===== src/rtl/imm_encoder.sv =====
// rtl/imm_encoder.sv - RISC-V immediate packer with range check, 2-stage valid/ready pipeline
// Define IMM_ENC_RANGE_CHECK_EN to flag immediates not representable in the selected format.
module imm_encoder #(
  parameter int CNT_W = 16
) (
  input  logic             clk,
  input  logic             rst,
  input  logic             in_valid,
  output logic             in_ready,
  input  logic [2:0]       in_fmt,
  input  logic [31:0]      in_base,
  input  logic [31:0]      in_imm,
  output logic             out_valid,
  input  logic             out_ready,
  output logic [31:0]      out_instr,
  output logic             out_err,
  output logic [CNT_W-1:0] enc_cnt,
  output logic [CNT_W-1:0] err_cnt
);

  logic        s1_valid;
  logic [2:0]  s1_fmt;
  logic [31:0] s1_base;
  logic [31:0] s1_imm;
  logic        s1_rng_err;
  logic        s1_adv;
  logic        s2_adv;
  logic        rng_err;
  logic        illegal;
  logic [31:0] mask;
  logic [31:0] packed_imm;

  assign s2_adv   = !out_valid || out_ready;
  assign s1_adv   = !s1_valid || s2_adv;
  assign in_ready = s1_adv;

`ifdef IMM_ENC_RANGE_CHECK_EN
  // Signed formats: every bit above the top encoded bit must match the sign bit.
  always_comb begin
    rng_err = 1'b0;
    case (in_fmt)
      3'd0:       rng_err = |in_imm[31:5];
      3'd1, 3'd2: rng_err = !(&in_imm[31:11] || ~|in_imm[31:11]);
      3'd3:       rng_err = !(&in_imm[31:12] || ~|in_imm[31:12]) || in_imm[0];
      3'd4:       rng_err = |in_imm[11:0];
      3'd5:       rng_err = !(&in_imm[31:20] || ~|in_imm[31:20]) || in_imm[0];
      default:    rng_err = 1'b0;
    endcase
  end
`else
  assign rng_err = 1'b0;
`endif

  always_ff @(posedge clk) begin
    if (rst) begin
      s1_valid   <= 1'b0;
      s1_fmt     <= 3'd0;
      s1_base    <= 32'd0;
      s1_imm     <= 32'd0;
      s1_rng_err <= 1'b0;
    end else if (s1_adv) begin
      s1_valid <= in_valid;
      if (in_valid) begin
        s1_fmt     <= in_fmt;
        s1_base    <= in_base;
        s1_imm     <= in_imm;
        s1_rng_err <= rng_err;
      end
    end
  end

  always_comb begin
    mask       = 32'h0000_0000;
    packed_imm = 32'h0000_0000;
    illegal    = 1'b0;
    case (s1_fmt)
      3'd0: begin
        mask       = 32'h01F0_0000;
        packed_imm = {7'd0, s1_imm[4:0], 20'd0};
      end
      3'd1: begin
        mask       = 32'hFFF0_0000;
        packed_imm = {s1_imm[11:0], 20'd0};
      end
      3'd2: begin
        mask       = 32'hFE00_0F80;
        packed_imm = {s1_imm[11:5], 13'd0, s1_imm[4:0], 7'd0};
      end
      3'd3: begin
        mask       = 32'hFE00_0F80;
        packed_imm = {s1_imm[12], s1_imm[10:5], 13'd0, s1_imm[4:1], s1_imm[11], 7'd0};
      end
      3'd4: begin
        mask       = 32'hFFFF_F000;
        packed_imm = {s1_imm[31:12], 12'd0};
      end
      3'd5: begin
        mask       = 32'hFFFF_F000;
        packed_imm = {s1_imm[20], s1_imm[10:1], s1_imm[11], s1_imm[19:12], 12'd0};
      end
      default: illegal = 1'b1;
    endcase
  end

  always_ff @(posedge clk) begin
    if (rst) begin
      out_valid <= 1'b0;
      out_instr <= 32'd0;
      out_err   <= 1'b0;
    end else if (s2_adv) begin
      out_valid <= s1_valid;
      if (s1_valid) begin
        out_instr <= (s1_base & ~mask) | packed_imm;
        out_err   <= s1_rng_err || illegal;
      end
    end
  end

  // Statistics count delivered results only, wrapping silently.
  always_ff @(posedge clk) begin
    if (rst) begin
      enc_cnt <= '0;
      err_cnt <= '0;
    end else if (out_valid && out_ready) begin
      enc_cnt <= enc_cnt + 1'b1;
      if (out_err) begin
        err_cnt <= err_cnt + 1'b1;
      end
    end
  end

endmodule


===== config.mk =====
export PLATFORM = sky130hd
export DESIGN_NAME = imm_encoder
export DESIGN_NICKNAME = d
export VERILOG_FILES = /design/src/rtl/imm_encoder.sv
export SDC_FILE = /design/constraint.sdc
export NUM_CORES = 1
export LEC_CHECK = 0
export ABC_CLOCK_PERIOD_IN_PS = 3730
export BUFFER_PORTS_ARGS = -buffer_cell sky130_fd_sc_hd__buf_2
export CORE_MARGIN = 8
export CORE_UTILIZATION = 40
export CTS_CLUSTER_DIAMETER = 100
export DETAILED_ROUTE_END_ITERATION = 7
export GPL_TIMING_DRIVEN = 0
export HOLD_SLACK_MARGIN = 0.06
export PLACE_DENSITY = 0.73
export SLEW_MARGIN = 25
export SYNTH_ARGS = -nofsm -noshare
export SYNTH_HDL_FRONTEND = slang
export SYNTH_SLANG_ARGS = --single-unit

===== constraint.sdc =====
create_clock -name clk -period 3.73 [get_ports clk]
set_input_delay 0.1865 -clock clk [delete_from_list [all_inputs] [get_ports clk]]
set_output_delay 0.1865 -clock clk [all_outputs]
set_load 0.02 [all_outputs]

==> results.yml, run 1 <==
routing:
  wire_per_inst_um: 16.0
  ant_nets: 0
  drt-total-wl_um: 17000
  drt_pre_antenna_iters: 5
  first_iter_violations: 356
  drc_errors: 0
  vias: 5359
  drt-vias-per-instance: 5.05
hold_path:
  holdCritPathClass: "in2reg"
clocking:
  cts_buffers: 17
  clk_pin_slew_worst_paths_ns: 0.06
  clock-sinks: 134
  cts_resized: 0
  cts_max_path_buffers: 2
  clockRootBuffer: "clkbuf_16"
  worstSkewPairLatency_ns: 0.43
  tritoncts: "yes"
  h-tree-depth: 4
setup_path:
  cp.required_ns: 4.03
  endpoint_kind: "register"
  cp-start-kind: "register"
  critPathMaxFanout: 10
  worstSetupPathType: "reg2reg"
  cp.arrival_ns: 2.35
finish:
  syn2layout_area_growth_pct: 41.1
  layout-drive-gt1-share: 0.214
  mostFrequentLayoutCell: "nand2_1"
  nNetsFinal: 945
  diodes: 0
  final_cell_mix: "165 x nand2_1, 143 x buf_2, 134 x dfxtp_1"
timing:
  slew_headroom: 0.386
  rsz0062_at_grt: "no"
  hold_viol_final: 0
  fmax_ghz: 0.490
  worst_slack_ns: 1.69
  final.min_clock_period_ns: 2.04
  timing.final.crit_share: 0.547
  setup_viol_count_final: 0
  tightest_slew_ns: 0.919
  setup_tns_ns: 0
  finalMaxSlewViolations: 0
  skew_ns: 0.0173
die:
  chipHeight_um: 132
  start_util: 0.408
  rows: 42
  die_w_um: 132
  die_area_mm2: 0.0174
  ios: 138
  core_area_mm2: 0.0131
synthesis:
  syn_inst: 648
  syn_area_mm2: 0.00536
  ys_ff_latch: 134
  postSynth.asyncResetShare: 0
  syn-mean-instance-area_um2: 8.27
  synth_edf_count: 0
  yosysSeqAreaShare: 0.501
  synth_cell_types: 39
  synth_ff_type: "dfxtp_1"
  yosys_warnings: 0
  syn-num-nets: 721
global_routing:
  grt_usage: 0.196
  grt_pass1_vias: 5395
  grt_max_degree: 17
  grt.met2_usage: 0.331
  antenna_found_initial: 0
  met3_usage: 0.0663
  overflow: 0
  busiest_layer: "met2"
  grtUsageMet1: 0.224
  grt_pass1_wl_um: 27300
placed_design:
  dpl.hpwl_um: 11400
  pre_cts_ws_ns: 1.75
  routabilityCongestion: 0.859
  port_buffers: 137
run:
  drv_cap: 0
pwr:
  peakVddDrop_uv: 412
  p_sw_frac: 0.244
  p_comb_frac: 0.102
  power_density_mw_per_mm2: 477
  clockPowerShare: 0.474
  p_switching_mw: 0.881
  seqPwrFrac: 0.424
  power.leakage_nw: 3.18
  power_report.internal_total_mw: 2.73
run_status:
  status: "complete, no violations"
## Yosys cell counts (all sizes together), types with 8 or more instances
cell    instances  area, um^2
a21oi          91         455
mux2i          17         170
nand4          13        96.3
nand2         165         619
nand3          11        55.1
a211oi         21         158
xnor2          12         105
nor3           10        50.1
clkbuf         31         116
nor2           51         191
xor2            8        70.1
nand2b          9        56.3
dfxtp         134        2680
buf            14        71.3
## sequential cells by signal (all words and copies together), names as in the netlist
| register | flops |
|---|---|
| s1_base | 32 |
| err_cnt | 16 |
| s1_fmt | 3 |
| enc_cnt | 16 |
| s1_valid | 1 |
| out_instr | 32 |
| out_valid | 1 |
| s1_imm | 32 |
| out_err | 1 |
## metal layers
metal  part of all wire  vias up
li1                   -     2660
met1               0.42     2466
met2               0.49      213
met3              0.075       20
met4              0.017        0
met5                  0        -
## metrics by stage
step	cell area [um^2]	total power, mW	hold slack [ns]	util	std cells
after floorplan	5360	1.74	0.316	-	648
after global placement	6260	1.86	0.429	0.477	961
after detailed placement	6260	1.87	0.436	0.477	961
after CTS	7560	3.62	0.129	0.575	1061
after global routing	7560	3.73	0.148	0.575	1061
final	7560	3.61	0.144	0.575	1061
## kinds of logic after synthesis
logic type / count (synthesis) / share of synthesized area
buffers and inverters: 52 / 0.0399
multiplexers: 24 / 0.0465
AO/OA/AOI/OAI: 133 / 0.145
AND/OR/NAND/NOR: 283 / 0.230
adder cells (fa/ha/maj): 2 / 0.00467
flip-flops: 134 / 0.501
XOR/XNOR: 20 / 0.0327
## timing repair
action,4_1_cts,5_1_grt
hold buffers,68,0
endpoints found under the hold margin,68,0
setup buffers,0,0
## layout make-up
class	count	area, um^2
buffer	45	188
clock inverter	10	120
timing repair buffer	205	1370
tap	176	220
multi-input combinational	462	2460
fill	1203	5580
clock buffer	22	494
inverter	7	26.3
sequential	134	2680
## worst max-delay path: stages, from the launching register on
cell and delay, ns:
dfxtp_1 0.32, buf_4 0.18, nand2b_1 0.11, and2_1 0.13, clkbuf_1 0.25, clkbuf_1 0.51, nor2_1 0.08, a211oi_1 0.35
## power groups by stage
stage               logic [mW]  registers, mW  clock network [mW]
floorplan                0.163           1.58                   0
global placement         0.302           1.56                   0
detailed placement       0.307           1.56                   0
CTS                      0.363           1.53                1.73
global route             0.403           1.53                1.79
finish                   0.367           1.53                1.71
## path summary, 6_finish.rpt
check,end,slack (ns),depth (start not counted),startpoint
worst max-delay path,out_instr[19]$_SDFFE_PP0P_,1.69,7,out_valid$_SDFFE_PP0P_
worst min-delay path,err_cnt[15]$_SDFFE_PP0P_,0.14,3,rst
worst max register to register,out_instr[19]$_SDFFE_PP0P_,1.69,7,out_valid$_SDFFE_PP0P_
worst min register to register,out_instr[2]$_SDFFE_PP0P_,0.45,2,out_instr[2]$_SDFFE_PP0P_
Note: power is estimated with default switching activity, not from simulation.
==> inputs of run 2 (changes only) <==
--- a/config.mk
+++ b/config.mk
@@ -5,7 +5,7 @@
 export SDC_FILE = /design/constraint.sdc
 export NUM_CORES = 1
 export LEC_CHECK = 0
-export ABC_CLOCK_PERIOD_IN_PS = 3730
+export ABC_CLOCK_PERIOD_IN_PS = 2100
 export BUFFER_PORTS_ARGS = -buffer_cell sky130_fd_sc_hd__buf_2
 export CORE_MARGIN = 8
 export CORE_UTILIZATION = 40
==> constraint.sdc (replaced) <==
create_clock -name clk -period 2.1 [get_ports clk]
set_input_delay 0.105 -clock clk [delete_from_list [all_inputs] [get_ports clk]]
set_output_delay 0.105 -clock clk [all_outputs]
set_load 0.02 [all_outputs]
==> run 2 against run 1 <==
Compared with the run above:
- utilization grew 0.15 points
- count of clock-buffer cells in the layout unchanged
- cell area is 0.26% higher
- sequential share of layout area shrank 0.094 points
- wire length grew 0.25%
- sequential cell count stayed put
- register-to-register slack got worse by 1.5 ns
- largest power group unchanged
- sequential power up 78%
- worst hold slack lost 0.024 ns
- setup slack got worse by 1.5 ns
- via count rose by 0.39%
- fmax is 7.1% higher
==> results.yml, run 2 (same netlist as run 1, synthesis figures left out) <==
hold_path:
  min_from: "out_ready"
  holdCritPathClass: "in2reg"
  whs_path_depth: 4
  holdPathEnd: "enc_cnt[1]$_SDFFE_PP0P_"
pwr:
  peakVddDrop_uv: 731
  power_density_mw_per_mm2: 845
  power.leakage_nw: 3.20
timing:
  rsz0062_at_grt: "no"
  final.min_clock_period_ns: 1.91
  slew_headroom: 0.581
  finalMaxSlewViolations: 0
  hold_viol_final: 0
  skew_ns: 0.0216
  tightest_slew_ns: 0.629
  timing.final.crit_share: 0.908
  setup_viol_count_final: 0
  setup_tns_ns: 0
  fmax_ghz: 0.525
routing:
  drt-total-wl_um: 17100
  drt_pre_antenna_iters: 5
  first_iter_violations: 336
  wire_per_inst_um: 16.1
  drc_errors: 0
  drt-vias-per-instance: 5.07
  vias: 5380
  ant_nets: 0
clocking:
  cts_buffers: 17
  clk_pin_slew_worst_paths_ns: 0.06
  clockRootBuffer: "clkbuf_16"
  h-tree-depth: 4
  clock-sinks: 134
  worstSkewPairLatency_ns: 0.43
  cts_setup_buffers: 0
  tritoncts: "yes"
  cts_max_path_buffers: 2
die:
  start_util: 0.408
  die_area_mm2: 0.0174
  ios: 138
  chipHeight_um: 132
  rows: 42
  core_area_mm2: 0.0131
  die_w_um: 132
finish:
  nNetsFinal: 946
  multi_input_area_mm2: 0.00247
  mostFrequentLayoutCell: "nand2_1"
  layout-drive-gt1-share: 0.219
  diodes: 0
  fillers: 1198
  syn2layout_area_growth_pct: 41.5
  largest_registers: "out_instr x32, s1_base x32, s1_imm x32"
  final_cell_mix: "165 x nand2_1, 143 x buf_2, 134 x dfxtp_1"
  register_area_mm2: 0.00268
  fin_area_mm2: 0.00758
placed_design:
  place_area_mm2: 0.00626
  routabilityCongestion: 0.859
  dpl.hpwl_um: 11400
  port_buffers: 137
setup_path:
  ff2ff_path_depth: 5
  critPathMaxFanout: 6
  cp-start-kind: "register"
  cp.required_ns: 2.44
  endpoint_kind: "register"
  reg2reg_from: "enc_cnt[0]$_SDFFE_PP0P_"
  cp.arrival_ns: 2.25
  reg2reg_setup_slack_ns: 0.19
  rr_endpoint: "enc_cnt[14]$_SDFFE_PP0P_"
  worstSetupPathType: "reg2reg"
run:
  drv_cap: 0
global_routing:
  grt_max_degree: 17
  overflow: 0
  antenna_found_initial: 0
  grt_usage: 0.196
  grt_pass1_vias: 5395
  grt_pass1_wl_um: 27300
run_status:
  status: "complete, no violations"
run 2: cell types whose count changed in the layout (fill, tap and decap cells not counted):
cell	previous run	this run
clkbuf_2	0	4
buf_1	6	3
clkbuf_1	31	30
dlygate4sd3_1	68	69
nor3b_1	1	0
nor3b_2	0	1
o21ai_0	6	5
o21ai_1	0	1
run 2: worst max-delay path, stage by stage, from the launching register on:
cell and delay, ns:
dfxtp_1 0.42, ha_1 0.25, nand4_4 0.15, or4_4 0.56
or3_1 0.32, a21oi_1 0.14
run 2: metrics by stage:
| stage | std cells | setup WS [ns] | util | total power, mW | hold slack [ns] |
|---|---|---|---|---|---|
| 5_1_grt | 1062 | 0.0125 | 0.577 | 6.63 | 0.137 |
| 4_1_cts | 1062 | 0.0983 | 0.576 | 6.43 | 0.0948 |
| 3_5_place_dp | 961 | 0.117 | 0.477 | 3.31 | 0.354 |
| 3_3_place_gp | 961 | 0.157 | 0.477 | 3.30 | 0.348 |
| 6_report | 1062 | 0.194 | 0.577 | 6.41 | 0.120 |
| 2_1_floorplan | 648 | 0.188 | - | 3.09 | 0.234 |
run 2: metal layers:
layer  part of all wire  track usage
met2               0.48        0.331
met5                  0            0
met1               0.42        0.224
met3              0.075       0.0663
met4              0.020       0.0759
run 2: final cells by class:
cell class                      instances  share of cell area
Timing Repair Buffer                  206               0.182
Tap cell                              176              0.0291
Inverter                                7             0.00347
Multi-Input combinational cell        462               0.325
Sequential cell                       134               0.354
Buffer                                 45              0.0254
Clock buffer                           22              0.0652
Clock inverter                         10              0.0158
run 2: how the worst max path moves through the flow:
stage,start,end,slack [ns],depth (start not counted)
final,enc_cnt[0]$_SDFFE_PP0P_,enc_cnt[14]$_SDFFE_PP0P_,0.19,5
after detailed placement,s1_fmt[2]$_SDFFE_PP0P_,out_instr[25]$_SDFFE_PP0P_,0.12,4
after global placement,s1_valid$_SDFFE_PP0N_,s1_fmt[1]$_SDFFE_PP0P_,0.16,7
after global routing,rst,enc_cnt[3]$_SDFFE_PP0P_,0.01,6
after floorplan,enc_cnt[0]$_SDFFE_PP0P_,enc_cnt[14]$_SDFFE_PP0P_,0.19,5
after CTS,s1_valid$_SDFFE_PP0N_,s1_base[24]$_SDFFE_PP0P_,0.1,7
run 2: report_power, final:
part	internal, mW	switching (mW)	total (mW)
Clock	1.91	1.13	3.03
Sequential	2.65	0.0627	2.72
Combinational	0.283	0.373	0.656
run 2: what timing repair did:
item                                   CTS  global route
resized for setup                        0             7
hold buffers                            69             0
setup endpoints to repair                0            20
endpoints found under the hold margin   69             0
